[config.mk]
export PLATFORM = sky130hd
export DESIGN_NAME = mult_div_unit
export DESIGN_NICKNAME = d
export VERILOG_FILES = /design/src/rtl/mult_div_unit_pkg.sv /design/src/rtl/mult_div_unit_datapath.sv /design/src/rtl/mult_div_unit.sv
export SDC_FILE = /design/constraint.sdc
export NUM_CORES = 1
export LEC_CHECK = 0
export ABC_CLOCK_PERIOD_IN_PS = 8100
export CAP_MARGIN = 10
export CELL_PAD_IN_SITES_DETAIL_PLACEMENT = 0
export CELL_PAD_IN_SITES_GLOBAL_PLACEMENT = 2
export CORE_AREA = 2 2 226 228
export CTS_CLUSTER_SIZE = 20
export DETAILED_ROUTE_END_ITERATION = 12
export DIE_AREA = 0 0 228 230
export GPL_TIMING_DRIVEN = 1
export MAX_ROUTING_LAYER = met4
export PLACE_DENSITY_LB_ADDON = 0.1
export SLEW_MARGIN = 20
export SYNTH_ARGS = -nofsm -noshare
export SYNTH_HDL_FRONTEND = slang
export SYNTH_HIERARCHICAL = 1
export SYNTH_SLANG_ARGS = --single-unit
[constraint.sdc]
create_clock -name clk -period 8.1 [get_ports clk]
set_input_delay 1.62 -clock clk [delete_from_list [all_inputs] [get_ports clk]]
set_output_delay 1.62 -clock clk [all_outputs]
set_load 0.01 [all_outputs]
[src/rtl/mult_div_unit_pkg.sv]
// Shared RV32M types: multiply/divide opcodes, the unit's FSM states and a
// conditional two's-complement helper used for sign fix-up.
package rv32i_types;

    typedef enum logic [2:0] {
        mul    = 3'b000,
        mulh   = 3'b001,
        mulhsu = 3'b010,
        mulhu  = 3'b011,
        div    = 3'b100,
        divu   = 3'b101,
        rem    = 3'b110,
        remu   = 3'b111
    } mult_ops_t;

    typedef enum logic [1:0] {
        MD_IDLE = 2'd0,
        MD_CALC = 2'd1,
        MD_DONE = 2'd2
    } md_state_t;

    function automatic logic [31:0] neg_if(input logic neg, input logic [31:0] x);
        return neg ? (32'd0 - x) : x;
    endfunction

endpackage

[src/rtl/mult_div_unit_datapath.sv]
// Unsigned iterative core: one shift-add multiply step or one restoring
// divide step per cycle. The *_next outputs expose the result of the step.
module mult_div_datapath #(
    parameter int XLEN = 32
) (
    input  logic              clk,
    input  logic              rst,
    input  logic              load,
    input  logic              step,
    input  logic              clear,
    input  logic              is_div,
    input  logic [XLEN-1:0]   a_mag,
    input  logic [XLEN-1:0]   b_mag,
    output logic [2*XLEN-1:0] product_next,
    output logic [XLEN-1:0]   quotient_next,
    output logic [XLEN-1:0]   remainder_next
);

    logic [2*XLEN-1:0] acc_reg;
    logic [XLEN-1:0]   quo_reg;
    logic [XLEN-1:0]   rem_reg;
    logic [XLEN-1:0]   operand_reg;
    logic              is_div_reg;

    logic [XLEN:0]     mul_sum;
    logic [XLEN:0]     trial;

    // Multiplier sits in the low half of acc and shifts out as the product shifts in.
    always_comb begin
        mul_sum        = {1'b0, acc_reg[2*XLEN-1:XLEN]} + (acc_reg[0] ? {1'b0, operand_reg} : '0);
        product_next   = {mul_sum, acc_reg[XLEN-1:1]};
        trial          = {rem_reg, quo_reg[XLEN-1]} - {1'b0, operand_reg};
        quotient_next  = {quo_reg[XLEN-2:0], ~trial[XLEN]};
        remainder_next = trial[XLEN] ? {rem_reg[XLEN-2:0], quo_reg[XLEN-1]} : trial[XLEN-1:0];
    end

    always_ff @(posedge clk or negedge rst) begin
        if (!rst) begin
            acc_reg     <= '0;
            quo_reg     <= '0;
            rem_reg     <= '0;
            operand_reg <= '0;
            is_div_reg  <= 1'b0;
        end else if (clear) begin
            acc_reg     <= '0;
            quo_reg     <= '0;
            rem_reg     <= '0;
            operand_reg <= '0;
            is_div_reg  <= 1'b0;
        end else if (load) begin
            is_div_reg <= is_div;
            if (is_div) begin
                acc_reg     <= '0;
                quo_reg     <= a_mag;
                rem_reg     <= '0;
                operand_reg <= b_mag;
            end else begin
                acc_reg     <= {{XLEN{1'b0}}, b_mag};
                quo_reg     <= '0;
                rem_reg     <= '0;
                operand_reg <= a_mag;
            end
        end else if (step) begin
            if (is_div_reg) begin
                quo_reg <= quotient_next;
                rem_reg <= remainder_next;
            end else begin
                acc_reg <= product_next;
            end
        end
    end

endmodule

[src/rtl/mult_div_unit.sv]
// Iterative RV32M unit: accepts one op from the mul reservation station,
// iterates 32 steps (or short-circuits divide corner cases) and pulses the CDB.
module mult_div_unit
    import rv32i_types::*;
#(
    parameter int XLEN = 32,
    parameter int ITER = 32
) (
    input  logic            clk,
    input  logic            rst,
    input  logic            flush,
    input  logic            issue_valid,
    output logic            issue_ready,
    input  logic [2:0]      issue_multop,
    input  logic [XLEN-1:0] issue_rs1_data,
    input  logic [XLEN-1:0] issue_rs2_data,
    input  logic [4:0]      issue_rd_addr,
    input  logic [4:0]      issue_rob_idx,
    output logic            cdb_mul_valid,
    output logic [XLEN-1:0] cdb_mul_data,
    output logic [4:0]      cdb_mul_rd_addr,
    output logic [4:0]      cdb_mul_rob_idx
);

    localparam int CNT_W = $clog2(ITER);

    md_state_t        state_reg;
    logic [CNT_W-1:0] counter_reg;
    mult_ops_t        op_reg;
    logic [4:0]       rd_reg;
    logic [4:0]       rob_reg;
    logic             neg_q_reg;
    logic             neg_r_reg;
    logic             valid_reg;
    logic [XLEN-1:0]  data_reg;
    logic [4:0]       cdb_rd_reg;
    logic [4:0]       cdb_rob_reg;

    mult_ops_t        op_in;
    logic             signed_a;
    logic             signed_b;
    logic             sign_a;
    logic             sign_b;
    logic [XLEN-1:0]  a_mag;
    logic [XLEN-1:0]  b_mag;
    logic             div_zero;
    logic             div_ovf;
    logic             special;
    logic [XLEN-1:0]  special_result;
    logic             accept;
    logic             last_step;

    logic [2*XLEN-1:0] product_next;
    logic [2*XLEN-1:0] product_signed;
    logic [XLEN-1:0]   quotient_next;
    logic [XLEN-1:0]   remainder_next;
    logic [XLEN-1:0]   calc_result;

    assign op_in       = mult_ops_t'(issue_multop);
    assign issue_ready = (state_reg != MD_CALC);
    assign accept      = issue_valid & issue_ready & ~flush;
    assign last_step   = (state_reg == MD_CALC) && (counter_reg == CNT_W'(ITER - 1));

    // The datapath only sees magnitudes; signs are reapplied on the final step.
    always_comb begin
        signed_a = !(op_in inside {mulhu, divu, remu});
        signed_b = signed_a && (op_in != mulhsu);
        sign_a   = signed_a & issue_rs1_data[XLEN-1];
        sign_b   = signed_b & issue_rs2_data[XLEN-1];
        a_mag    = neg_if(sign_a, issue_rs1_data);
        b_mag    = neg_if(sign_b, issue_rs2_data);
        div_zero = op_in[2] && (issue_rs2_data == '0);
        div_ovf  = (op_in == div || op_in == rem)
                   && (issue_rs1_data == {1'b1, {(XLEN-1){1'b0}}})
                   && (issue_rs2_data == '1);
        special  = div_zero | div_ovf;
        if (div_zero) begin
            special_result = op_in[1] ? issue_rs1_data : '1;
        end else begin
            special_result = op_in[1] ? '0 : {1'b1, {(XLEN-1){1'b0}}};
        end
    end

    always_comb begin
        product_signed = neg_q_reg ? ('0 - product_next) : product_next;
        if (op_reg[2]) begin
            calc_result = op_reg[1] ? neg_if(neg_r_reg, remainder_next)
                                    : neg_if(neg_q_reg, quotient_next);
        end else if (op_reg == mul) begin
            calc_result = product_signed[XLEN-1:0];
        end else begin
            calc_result = product_signed[2*XLEN-1:XLEN];
        end
    end

    mult_div_datapath #(
        .XLEN(XLEN)
    ) u_datapath (
        .clk            (clk),
        .rst            (rst),
        .load           (accept & ~special),
        .step           ((state_reg == MD_CALC) & ~flush),
        .clear          (flush),
        .is_div         (op_in[2]),
        .a_mag          (a_mag),
        .b_mag          (b_mag),
        .product_next   (product_next),
        .quotient_next  (quotient_next),
        .remainder_next (remainder_next)
    );

    always_ff @(posedge clk or negedge rst) begin
        if (!rst) begin
            state_reg   <= MD_IDLE;
            counter_reg <= '0;
            op_reg      <= mul;
            rd_reg      <= '0;
            rob_reg     <= '0;
            neg_q_reg   <= 1'b0;
            neg_r_reg   <= 1'b0;
            valid_reg   <= 1'b0;
            data_reg    <= '0;
            cdb_rd_reg  <= '0;
            cdb_rob_reg <= '0;
        end else begin
            valid_reg <= 1'b0;
            if (flush) begin
                state_reg   <= MD_IDLE;
                counter_reg <= '0;
            end else if (state_reg == MD_CALC) begin
                counter_reg <= counter_reg + CNT_W'(1);
                if (last_step) begin
                    state_reg   <= MD_DONE;
                    valid_reg   <= 1'b1;
                    data_reg    <= calc_result;
                    cdb_rd_reg  <= rd_reg;
                    cdb_rob_reg <= rob_reg;
                end
            end else if (accept) begin
                op_reg      <= op_in;
                rd_reg      <= issue_rd_addr;
                rob_reg     <= issue_rob_idx;
                neg_q_reg   <= sign_a ^ sign_b;
                neg_r_reg   <= sign_a;
                counter_reg <= '0;
                if (special) begin
                    state_reg   <= MD_DONE;
                    valid_reg   <= 1'b1;
                    data_reg    <= special_result;
                    cdb_rd_reg  <= issue_rd_addr;
                    cdb_rob_reg <= issue_rob_idx;
                end else begin
                    state_reg <= MD_CALC;
                end
            end else begin
                state_reg <= MD_IDLE;
            end
        end
    end

    // A flush in the DONE cycle must suppress the broadcast already registered.
    assign cdb_mul_valid   = valid_reg & ~flush;
    assign cdb_mul_data    = data_reg;
    assign cdb_mul_rd_addr = cdb_rd_reg;
    assign cdb_mul_rob_idx = cdb_rob_reg;

endmodule

---- Word-level counts from Yosys, hierarchy flattened ----
Cells that the tools add are included.
W data, S select, Z words.
word-level totals
  bits in read-only memories .............. 0
  logic and storage cells ................. 128
  bits in writable memories ............... 0
  input bits .............................. 81
  bits in latches ......................... 0
  memories kept ........................... 0
  register bits after elaboration ......... 226
  output and inout port bits .............. 44
operators by class
  $lt $le $gt $ge ......................... 0
  shift operators ......................... 0
  reductions and logical operators ........ 20
  bitwise logic cells ..................... 13
  div/mod/pow operators ................... 0
  $add $sub $neg .......................... 8
  eq/ne operators ......................... 14
  $mul .................................... 0
  multiplexer cells ....................... 57
operators with widths
  cell                     count
  $mux W32                 29
  $mux W64                 5
  $sub A1 B32 Y32 const A  4
  $eq A32 B32 Y1 const B   2
  $sub A1 B64 Y64 const A  1
  $mux W5                  11
  $add A32 B33 Y33         1
  $sub A33 B32 Y33         1
  $logic_not A32 Y1        1
  $eq A3 B3 Y1 const B     4
  $reduce_bool A3 Y1       4
  $mux W2                  5
  $and A1 B1 Y1            7
  $mux W1                  7
  $ne A3 B2 Y1 const B     2
  $reduce_bool A2 Y1       3
  $add A5 B1 Y5 const B    1
  $eq A5 B5 Y1 const B     1
  $logic_and A1 B1 Y1      5
  $not A1 Y1               4
  $reduce_and A2 Y1        2
  $reduce_and A4 Y1        1
  $eq A3 B2 Y1 const B     1
  $logic_not A3 Y1         1
  other kinds (9)          9

---- Logic depth before layout (Yosys ltp) ----
Gate-level depths: netlist of the first run.
  depth after elaboration ................. 9
  depth in mapped cells ................... 23
  depth with buffers taken out ............ 21

---- Modules after synthesis ----
The synthesis of the first run kept the hierarchy.
modules (own cells, without submodules)
  module             cells an instance  times used  area each (µm²)  sequential area each (µm²)
  mult_div_datapath  1,256              1           11,385.9         4,028.9
  mult_div_unit      1,169              1           8,448.1          1,626.6

---- Worst setup path after synthesis of the first run ----
No wires, ideal clock.
  kind .................................... register to register
  start point ............................. register u_datapath.quo_reg[31]
  end point ............................... register data_reg[26] (netlist: cdb_mul_data[26])
  cell stages (with the launch flop) ...... 23
  required time ........................... 7.967 ns
  library setup time ...................... 0.133 ns
  arrival ................................. 4.986 ns
  slack ................................... 2.980 ns
  clock period less this slack ............ 5.120 ns
  path buffers ............................ 2
  cells stage by stage .................... dfrtp_1 > inv_1 > ha_1 > inv_1 > fa_1 > a211oi_2 > o211ai_1 > nand4bb_1 > a21oi_2 > or3_4 > nand3_4 > buf_8 > mux2_4 > inv_1 > ha_1 > or4b_2 > or3_1 > or2_2 > clkbuf_1 > o41ai_1 > xnor2_1 > o211ai_1 > nand4_1
on the way
  word-level cells in the longest chain between the ends .. 8
  elaborated cells between the ends (all ways) .. 11
  those cells by class .................... 3 x add/sub; 7 x mux; 1 x bitwise
ends and longest elaborated chain
  what                    RTL line                      source
  start, declared         mult_div_unit_datapath.sv:20  logic [XLEN-1:0] quo_reg;
  start signal, assigned  mult_div_unit_datapath.sv:54  quo_reg <= a_mag;
  start signal, assigned  mult_div_unit_datapath.sv:65  quo_reg <= quotient_next;
  $sub A33 B32 Y33        mult_div_unit_datapath.sv:32  trial = {rem_reg, quo_reg[XLEN-1]} - {1'b0, operand_reg};
  $mux W32                mult_div_unit_datapath.sv:34  remainder_next = trial[XLEN] ? {rem_reg[XLEN-2:0], quo_reg[XLEN-1]} : trial[XLEN-1:0];
  net remainder_next[1]   mult_div_unit.sv:56           logic [XLEN-1:0] remainder_next;
  $sub A1 B32 Y32         mult_div_unit_pkg.sv:23       return neg ? (32'd0 - x) : x;
  $mux W32                mult_div_unit_pkg.sv:23
  $mux W32                mult_div_unit.sv:87           calc_result = op_reg[1] ? neg_if(neg_r_reg, remainder_next)
  $mux W32                mult_div_unit.sv:86           if (op_reg[2]) begin
  $mux W32                mult_div_unit.sv:132          if (last_step) begin
  $mux W32                mult_div_unit.sv:130          end else if (state_reg == MD_CALC) begin
  end signal, assigned    mult_div_unit.sv:135          data_reg <= calc_result;
  end signal, assigned    mult_div_unit.sv:149          data_reg <= special_result;
  end, declared           mult_div_unit.sv:35           logic [XLEN-1:0] data_reg;
The timed path passes the listed nets, and every way through them passes these cells. The select of a mux whose other input is x is not followed.
A chain may end at the register's enable or synchronous reset.

---- Worst setup path after layout of the first run ----
  start point ............................. register u_datapath.quo_reg[31]
  end point ............................... register data_reg[31] (netlist: cdb_mul_data[31])
on the way
  word-level cells in the longest chain between the ends .. 8
  elaborated cells between the ends (all ways) .. 11
  those cells by class .................... 3 x add/sub; 7 x mux; 1 x bitwise
ends and longest elaborated chain
  what                  RTL line                      source
  $sub A33 B32 Y33      mult_div_unit_datapath.sv:32
  $not A1 Y1            mult_div_unit_datapath.sv:33  quotient_next = {quo_reg[XLEN-2:0], ~trial[XLEN]};
  net quotient_next[0]  mult_div_unit.sv:55           logic [XLEN-1:0] quotient_next;
  $sub A1 B32 Y32       mult_div_unit_pkg.sv:23
  $mux W32              mult_div_unit_pkg.sv:23
  $mux W32              mult_div_unit.sv:87
  $mux W32              mult_div_unit.sv:86
  $mux W32              mult_div_unit.sv:132
  $mux W32              mult_div_unit.sv:130
The timed path passes the listed nets, and every way through them passes these cells. The select of a mux whose other input is x is not followed.

==> out/metrics.yaml, run 1 <==
logic_synthesis:
  syn_nets: 2580
  yosys_warnings: 6
  synth.top_cell.area_share_pct: 28.5
  yosysSeqAreaShare_pct: 28.5
  synthTopCellsByArea: "dfrtp_1 29%, xnor2_1 4.7%, o21ai_0 4.7%"
  synth.ff_latch_count: 226
  syn_avg_cell_area_um2: 8.18
  synth_cell_types: 95
  syn_inst: 2425
  syn_area_mm2: 0.0198
  yosysTopAreaCell: "dfrtp_1"
  synthFlopType: "dfrtp_1"
  synth-edff-count: 0
  synthArstFlopShare_pct: 100
worst_setup_path:
  cp_cell_sequence: "inv_1 > ha_1 > inv_1 > fa_1 > a211oi_2 > o211ai_1 > nand4bb_1 > a21oi_2 > o211ai_1 > nand3_4 > mux2_4 > or4_1 > or4_1 > or3_1 > o31ai_1 > xor2_1 > a31oi_1 > and4_1"
  worstSetupStartpointType: "flop"
  r2r_start: "u_datapath/quo_reg[31]"
  worstSetupStartpoint: "u_datapath/quo_reg[31]"
  crit_required_ns: 8.56
  cp_max_fo: 22
  worst-path-stages: 18
  worstSetupEndpointType: "flop"
  endpoint: "cdb_mul_data[31]"
  r2r_setup_slack_ns: 1.95
  r2r_end: "cdb_mul_data[31]"
  r2r_cells: 18
  cp_top_family: "simple AND/OR/NAND/NOR gates"
  critPathArrivalTime_ns: 6.61
  crit_buf_inv: 2
  path_class: "flop to flop"
  slowest_stage: "or4_1"
  slowest_delay_ns: 0.84
sta:
  rsz0062_at_grt: "false"
  fin_crit_ns: 6.15
  period_share_pct: 75.9
  setup_viol: 0
  slew_headroom_pct: 26.6
  finClkSkew_ns: 0.0152
  worst_pin_slew_ns: 1.09
  max_freq_mhz: 163
  drv_slew: 0
  tns_ns: 0
  hold_viol: 0
power_and_ir_drop:
  ir_worst_vdd_v: 0.000158
  p_leak_uw: 0.00936
  power.density_mw_per_mm2: 275
placed_design:
  dpl.hpwl_um: 65000
  place.gp.congestion: 0.973
  numPortBuffers: 124
clocking:
  clk_pin_slew_ns: 0.06
  post_cts.repair.setup_buffers: 0
  clk_latency_ns: 0.58
  cts.sink_count: 226
  ctsHoldBuffers: 0
  cts_buffers: 28
  cts_tree: "yes"
  clock-root-buffer: "clkbuf_16"
  htree_levels: 1
  cts_resized: 0
  clockBufferDepth: 3
die:
  start_util_pct: 39.8
  design.core.area_mm2: 0.0499
  dieArea_mm2: 0.0524
  io_pins: 125
  die_h_um: 230
  die_w_um: 228
  placementRows: 82
detailed_routing:
  drtPass1Iterations: 6
  vias: 19305
  drtIter0Drc: 1976
  vias_per_cell: 6.24
  drc_errors: 0
  drt_wl_total_um: 84200
  wl_per_cell_um: 27.2
  ant_nets: 0
cells_and_area:
  utilization_pct: 44.3
  syn_to_final_growth_pct: 11.3
  largest_reg_flops: 64
  nets: 2553
  drive_gt1_share_pct: 7.89
global_routing:
  grt_max_degree: 84
  overflow: 0
  antenna_found_initial: 1
  grt_usage_pct: 32.5
  grt_pass1_wl_um: 125000
  grt_pass1_vias: 18530
run:
  drv_cap: 0
run_status:
  status: "finished, final reports clean"
worst_hold_path:
  hp-class: "flop to flop"
-- where the power goes --
group	internal (uW)	switching, uW	leakage (uW)
combinational	1240	2190	0.00580
sequential	1210	105	0.00309
clock	765	566	0.000460
-- metal layers --
metal,global-route usage (%),share of wire (%),vias to the layer above
li1,-,-,8800
met1,43.7,44,9587
met2,49.3,44,781
met3,4.12,7.2,137
met4,13.7,4.6,0
met5,-,0,-
-- how the worst min path moves through the flow --
stage	depth (start not counted)	endpoint	start	slack (ns)
floorplan	2	rd_reg[0]	rd_reg[0]	0.45
global placement	2	rob_reg[4]	rob_reg[4]	0.46
detailed placement	2	rd_reg[0]	rd_reg[0]	0.46
CTS	2	rd_reg[0]	rd_reg[0]	0.48
global route	2	rd_reg[4]	rd_reg[4]	0.49
finish	2	rob_reg[4]	rob_reg[4]	0.48
-- cell type report --
class                      count  area, um2
fill                        5088      27800
multi-input combinational   1911      12800
inverter                      70        263
clock inverter                17        161
timing repair buffer         161       1510
clock buffer                  35        798
antenna                        1       2.50
tap                          672        841
sequential                   226       5660
-- cell usage in the layout, fill, tap and decap left out, types with 29 or more instances in the layout --
cell,instances
nand2_1,246
dfrtp_1,225
o21ai_0,187
nor2_1,179
clkdlybuf4s50_1,121
a21oi_1,113
xnor2_1,107
xor2_1,92
ha_1,72
inv_1,67
a22oi_1,67
a22o_1,60
mux2i_1,57
nor3_1,47
and2_1,46
a211oi_1,40
buf_4,37
o31ai_1,35
a31oi_1,35
nand3_1,33
o211ai_1,33
nor4_1,31
or3_1,29
clkbuf_16,29
-- worst reg2reg max path, delay by kind of cell (launching register included) --
family | cells | cell delay [ns]
AND/OR/NAND/NOR | 6 | 2.77
AO/OA/AOI/OAI | 6 | 1.38
adder cells (fa/ha/maj) | 2 | 0.59
multiplexers | 1 | 0.48
flip-flops | 1 | 0.39
XOR/XNOR | 1 | 0.33
buffers and inverters | 2 | 0.11
-- through the flow --
stage / area [um2] / worst slack [ns] / std cells / hold slack (ns) / total power [uW]
floorplan: 19800 / 2.98 / 2425 / 0.446 / 3640
global placement: 21100 / 1.65 / 3040 / 0.457 / 4650
detailed placement: 21100 / 1.53 / 3040 / 0.462 / 4650
CTS: 22100 / 1.98 / 3092 / 0.478 / 6010
global route: 22100 / 1.60 / 3093 / 0.494 / 6360
finish: 22100 / 1.95 / 3093 / 0.479 / 6070
-- synth_stat cells (40+ instances only) --
master and instances:
a21oi_1 114, buf_4 63, o21ai_0 187, mux2i_1 57, nand2_1 246, xnor2_1 107, a22oi_1 67, clkbuf_1 131
ha_1 72, a211oi_1 40, nor2_1 183, xor2_1 92, inv_1 68, nor3_1 48, dfrtp_1 226, a22o_1 60
and2_1 46
-- cells by family (layout without fill, tap and decap cells) --
| logic type | after synthesis | count (layout) | synth area share [%] |
|---|---|---|---|
| AO/OA/AOI/OAI | 762 | 762 | 26.0 |
| XOR/XNOR | 199 | 199 | 8.79 |
| adder cells (fa/ha/maj) | 74 | 74 | 4.74 |
| buffers and inverters | 288 | 283 | 7.01 |
| flip-flops | 226 | 226 | 28.5 |
| multiplexers | 87 | 87 | 5.05 |
| other | 0 | 1 | 0 |
| AND/OR/NAND/NOR | 789 | 789 | 19.9 |
No activity file was read; power rests on OpenSTA's default activity.
==> inputs of run 2 (changes only) <==
--- a/config.mk
+++ b/config.mk
@@ -5,14 +5,14 @@
 export SDC_FILE = /design/constraint.sdc
 export NUM_CORES = 1
 export LEC_CHECK = 0
-export ABC_CLOCK_PERIOD_IN_PS = 8100
+export ABC_CLOCK_PERIOD_IN_PS = 6100
 export CAP_MARGIN = 10
 export CELL_PAD_IN_SITES_DETAIL_PLACEMENT = 0
 export CELL_PAD_IN_SITES_GLOBAL_PLACEMENT = 2
-export CORE_AREA = 2 2 226 228
+export CORE_AREA = 2 2 235 237
 export CTS_CLUSTER_SIZE = 20
 export DETAILED_ROUTE_END_ITERATION = 12
-export DIE_AREA = 0 0 228 230
+export DIE_AREA = 0 0 237 239
 export GPL_TIMING_DRIVEN = 1
 export MAX_ROUTING_LAYER = met4
 export PLACE_DENSITY_LB_ADDON = 0.1
==> constraint.sdc (replaced) <==
create_clock -name clk -period 6.1 [get_ports clk]
set_input_delay 1.22 -clock clk [delete_from_list [all_inputs] [get_ports clk]]
set_output_delay 1.22 -clock clk [all_outputs]
set_load 0.01 [all_outputs]
==> run 2 against run 1 <==
Compared with the run above: first-iteration DRC count is 12% lower; worst setup slack worse by 1.6 ns; flip-flop and latch count stayed put; design area is 3.2% higher; sequential share of layout area is 0.80 points lower; clock skew hardly changed; maximum frequency is 7.1% higher; non-clock buffer count is 45 higher; total power is 39% higher; die area is 8.0% higher; sequential power is 33% higher; critical path type unchanged; highest routed layer unchanged.
==> out/metrics.yaml, run 2 (synthesis gave the netlist of run 1 again) <==
run_status:
  status: "finished, final reports clean"  # unchanged
worst_setup_path:
  worstSetupStartpoint: "u_datapath/quo_reg[31]"  # unchanged
  cp_max_fo: 9  # was 22
  path_class: "flop to flop"  # unchanged
  crit_required_ns: 6.62  # was 8.56 ns
  endpoint: "cdb_mul_data[19]"  # was cdb_mul_data[31]
  worstSetupEndpointType: "flop"  # unchanged
  r2r_start: "u_datapath/quo_reg[31]"  # unchanged
  r2r_cells: 19  # was 18
  critPathArrivalTime_ns: 6.26  # was 6.61 ns
  r2r_setup_slack_ns: 0.36  # was 1.95 ns
  r2r_end: "cdb_mul_data[19]"  # was cdb_mul_data[31]
  worstSetupStartpointType: "flop"  # unchanged
die:
  die_w_um: 237  # was 228 um
  dieArea_mm2: 0.0566  # was 0.0524 mm2
  io_pins: 125  # unchanged
  design.core.area_mm2: 0.0543  # was 0.0499 mm2
  start_util_pct: 36.5  # was 39.8%
  placementRows: 86  # was 82
  die_h_um: 239  # was 230 um
detailed_routing:
  vias_per_cell: 6.14  # was 6.24
  vias: 19516  # was 19305
  drc_errors: 0  # unchanged
  drtPass1Iterations: 5  # was 6
  wl_per_cell_um: 28.7  # was 27.2 um
  ant_nets: 0  # unchanged
  drtIter0Drc: 1738  # was 1976
  drt_wl_total_um: 91100  # was 84200 um
sta:
  worst_pin_slew_ns: 1.15  # was 1.09 ns
  max_freq_mhz: 174  # was 163 MHz
  hold_viol: 0  # unchanged
  rsz0062_at_grt: "false"  # unchanged
  drv_slew: 0  # unchanged
  slew_headroom_pct: 23.0  # was 26.6%
  period_share_pct: 94.2  # was 75.9%
  tns_ns: 0  # unchanged
  setup_viol: 0  # unchanged
  fin_crit_ns: 5.74  # was 6.15 ns
  fin_ws_ns: 0.356  # was 1.95 ns
  finClkSkew_ns: 0.0150  # was 0.0152 ns
clocking:
  post_cts.repair.setup_buffers: 0  # unchanged
  cts_resized: 0  # unchanged
  cts_buffers: 31  # was 28
  ctsHoldBuffers: 0  # unchanged
  clk_latency_ns: 0.60  # was 0.58 ns
  clk_pin_slew_ns: 0.06  # about the same
  cts_tree: "yes"  # unchanged
  htree_levels: 1  # unchanged
  clockBufferDepth: 3  # unchanged
  clock-root-buffer: "clkbuf_16"  # unchanged
  cts.sink_count: 226  # unchanged
power_and_ir_drop:
  p_int_uw: 4620  # was 3210 uW
  ir_worst_vdd_v: 0.000229  # was 0.000158 V
  p_sw_uw: 3790  # was 2860 uW
  power.density_mw_per_mm2: 369  # was 275 mW/mm2
  finalPower_uw: 8420  # was 6070 uW
  power_frac_comb_pct: 54.3  # was 56.4%
  p_seq_share_pct: 20.7  # was 21.6%
  swShare_pct: 45.1  # was 47.1%
  p_leak_uw: 0.00973  # was 0.00936 uW
  clkPwrFrac_pct: 25.1  # was 21.9%
cells_and_area:
  nets: 2601  # was 2553
  syn_to_final_growth_pct: 14.9  # was 11.3%
  utilization_pct: 41.9  # was 44.3%
  layout_common_cells: "246 x nand2_1, 225 x dfrtp_1, 187 x o21ai_0"  # unchanged
  drive_gt1_share_pct: 9.60  # was 7.89%
  largest_reg_flops: 64  # unchanged
  layout_commonest_cell: "nand2_1"  # unchanged
global_routing:
  grt_pass1_vias: 18568  # was 18530
  grt_max_degree: 95  # was 84
  grt_usage_pct: 32.6  # was 32.5%
  antenna_found_initial: 4  # was 1
  overflow: 0  # unchanged
  grt_pass1_wl_um: 132000  # was 125000 um
worst_hold_path:
  hp-class: "flop to flop"  # unchanged
placed_design:
  dpl.hpwl_um: 71300  # was 65000 um
  dp_slack_ns: 0.453  # was 1.53 ns
  place.gp.congestion: 0.982  # was 0.973
  numPortBuffers: 124  # unchanged
run:
  drv_cap: 0  # unchanged
run 2: cell count changes in the layout (fill, tap and decap cells not counted):
cell        before  now
diode_2          1    3
nor2b_1         11   12
buf_4           37   71
clkbuf_16       29   31
buf_12           0   11
clkbuf_1         1    4
clkinv_2         6    5
inv_6            2    1
nor2b_2          2    1
clkinvlp_4       6    3
clkbuf_8         5    4
bufinv_16        2    8
run 2: cell type report:
type                       instances  area [um2]
antenna                            3        7.51
clock buffer                      39         846
clock inverter                    18         305
fill                            5450       31600
inverter                          70         263
multi-input combinational       1911       12800
sequential                       226        5660
tap                              704         881
timing repair buffer             206        1990
run 2: through the flow:
step | std cells | hold WS (ns) | area (um2)
finish | 3177 | 0.475 | 22800
global route | 3176 | 0.493 | 22800
CTS | 3174 | 0.477 | 22800
detailed placement | 3117 | 0.462 | 21600
global placement | 3117 | 0.458 | 21600
floorplan | 2425 | 0.446 | 19800
run 2: power by group through the flow:
stage | Combinational, uW | Sequential [uW] | Clock (uW)
after floorplan | 3140 | 1690 | 0
after global placement | 4470 | 1760 | 0
after detailed placement | 4440 | 1760 | 0
after CTS | 4490 | 1740 | 2140
after global routing | 4860 | 1750 | 2200
final | 4570 | 1740 | 2110
run 2: worst max-delay path: stages, from the launching register on:
cell and delay [ns]:
dfrtp_1 0.39, inv_1 0.06, ha_1 0.15, inv_1 0.05, fa_1 0.44, a211oi_2 0.25
o211ai_1 0.19, nand4bb_1 0.20, a21oi_2 0.12, or3_4 0.42, nand3_4 0.15, buf_4 0.21
mux2_4 0.34, or4_1 0.60, or4_1 0.74, buf_4 0.25, and3_1 0.17, o21ai_0 0.47
o2111ai_1 0.25, a31oi_1 0.20
run 2: worst min-delay path by stage:
stage               start         end  slack [ns]  cells after the start
2_1_floorplan   rd_reg[0]   rd_reg[0]        0.45                      2
3_3_place_gp    rd_reg[1]   rd_reg[1]        0.46                      2
6_report        rd_reg[3]   rd_reg[3]        0.48                      2
5_1_grt         rd_reg[2]   rd_reg[2]        0.49                      2
4_1_cts         rd_reg[1]   rd_reg[1]        0.48                      2
3_5_place_dp   rob_reg[0]  rob_reg[0]        0.46                      2
run 2: metal layers:
metal | global-route usage, % | vias to the layer above | wire [um]
met5 | - | - | 0
met1 | 44.1 | 9682 | 41400
met4 | 9.93 | 0 | 3100
met2 | 50.1 | 736 | 40500
li1 | - | 8938 | -
met3 | 5.39 | 160 | 6070
==> inputs of run 3 (changes only) <==
==> constraint.sdc (replaced) <==
create_clock -name clk -period 6.1 [get_ports clk]
set_input_delay 1.22 -clock clk [delete_from_list [all_inputs] [get_ports clk]]
set_output_delay 1.22 -clock clk [all_outputs]
set_load 0.1 [all_outputs]
==> results of run 3 <==
Same layout as run 2 (identical final DEF). Status: finished, final reports clean.
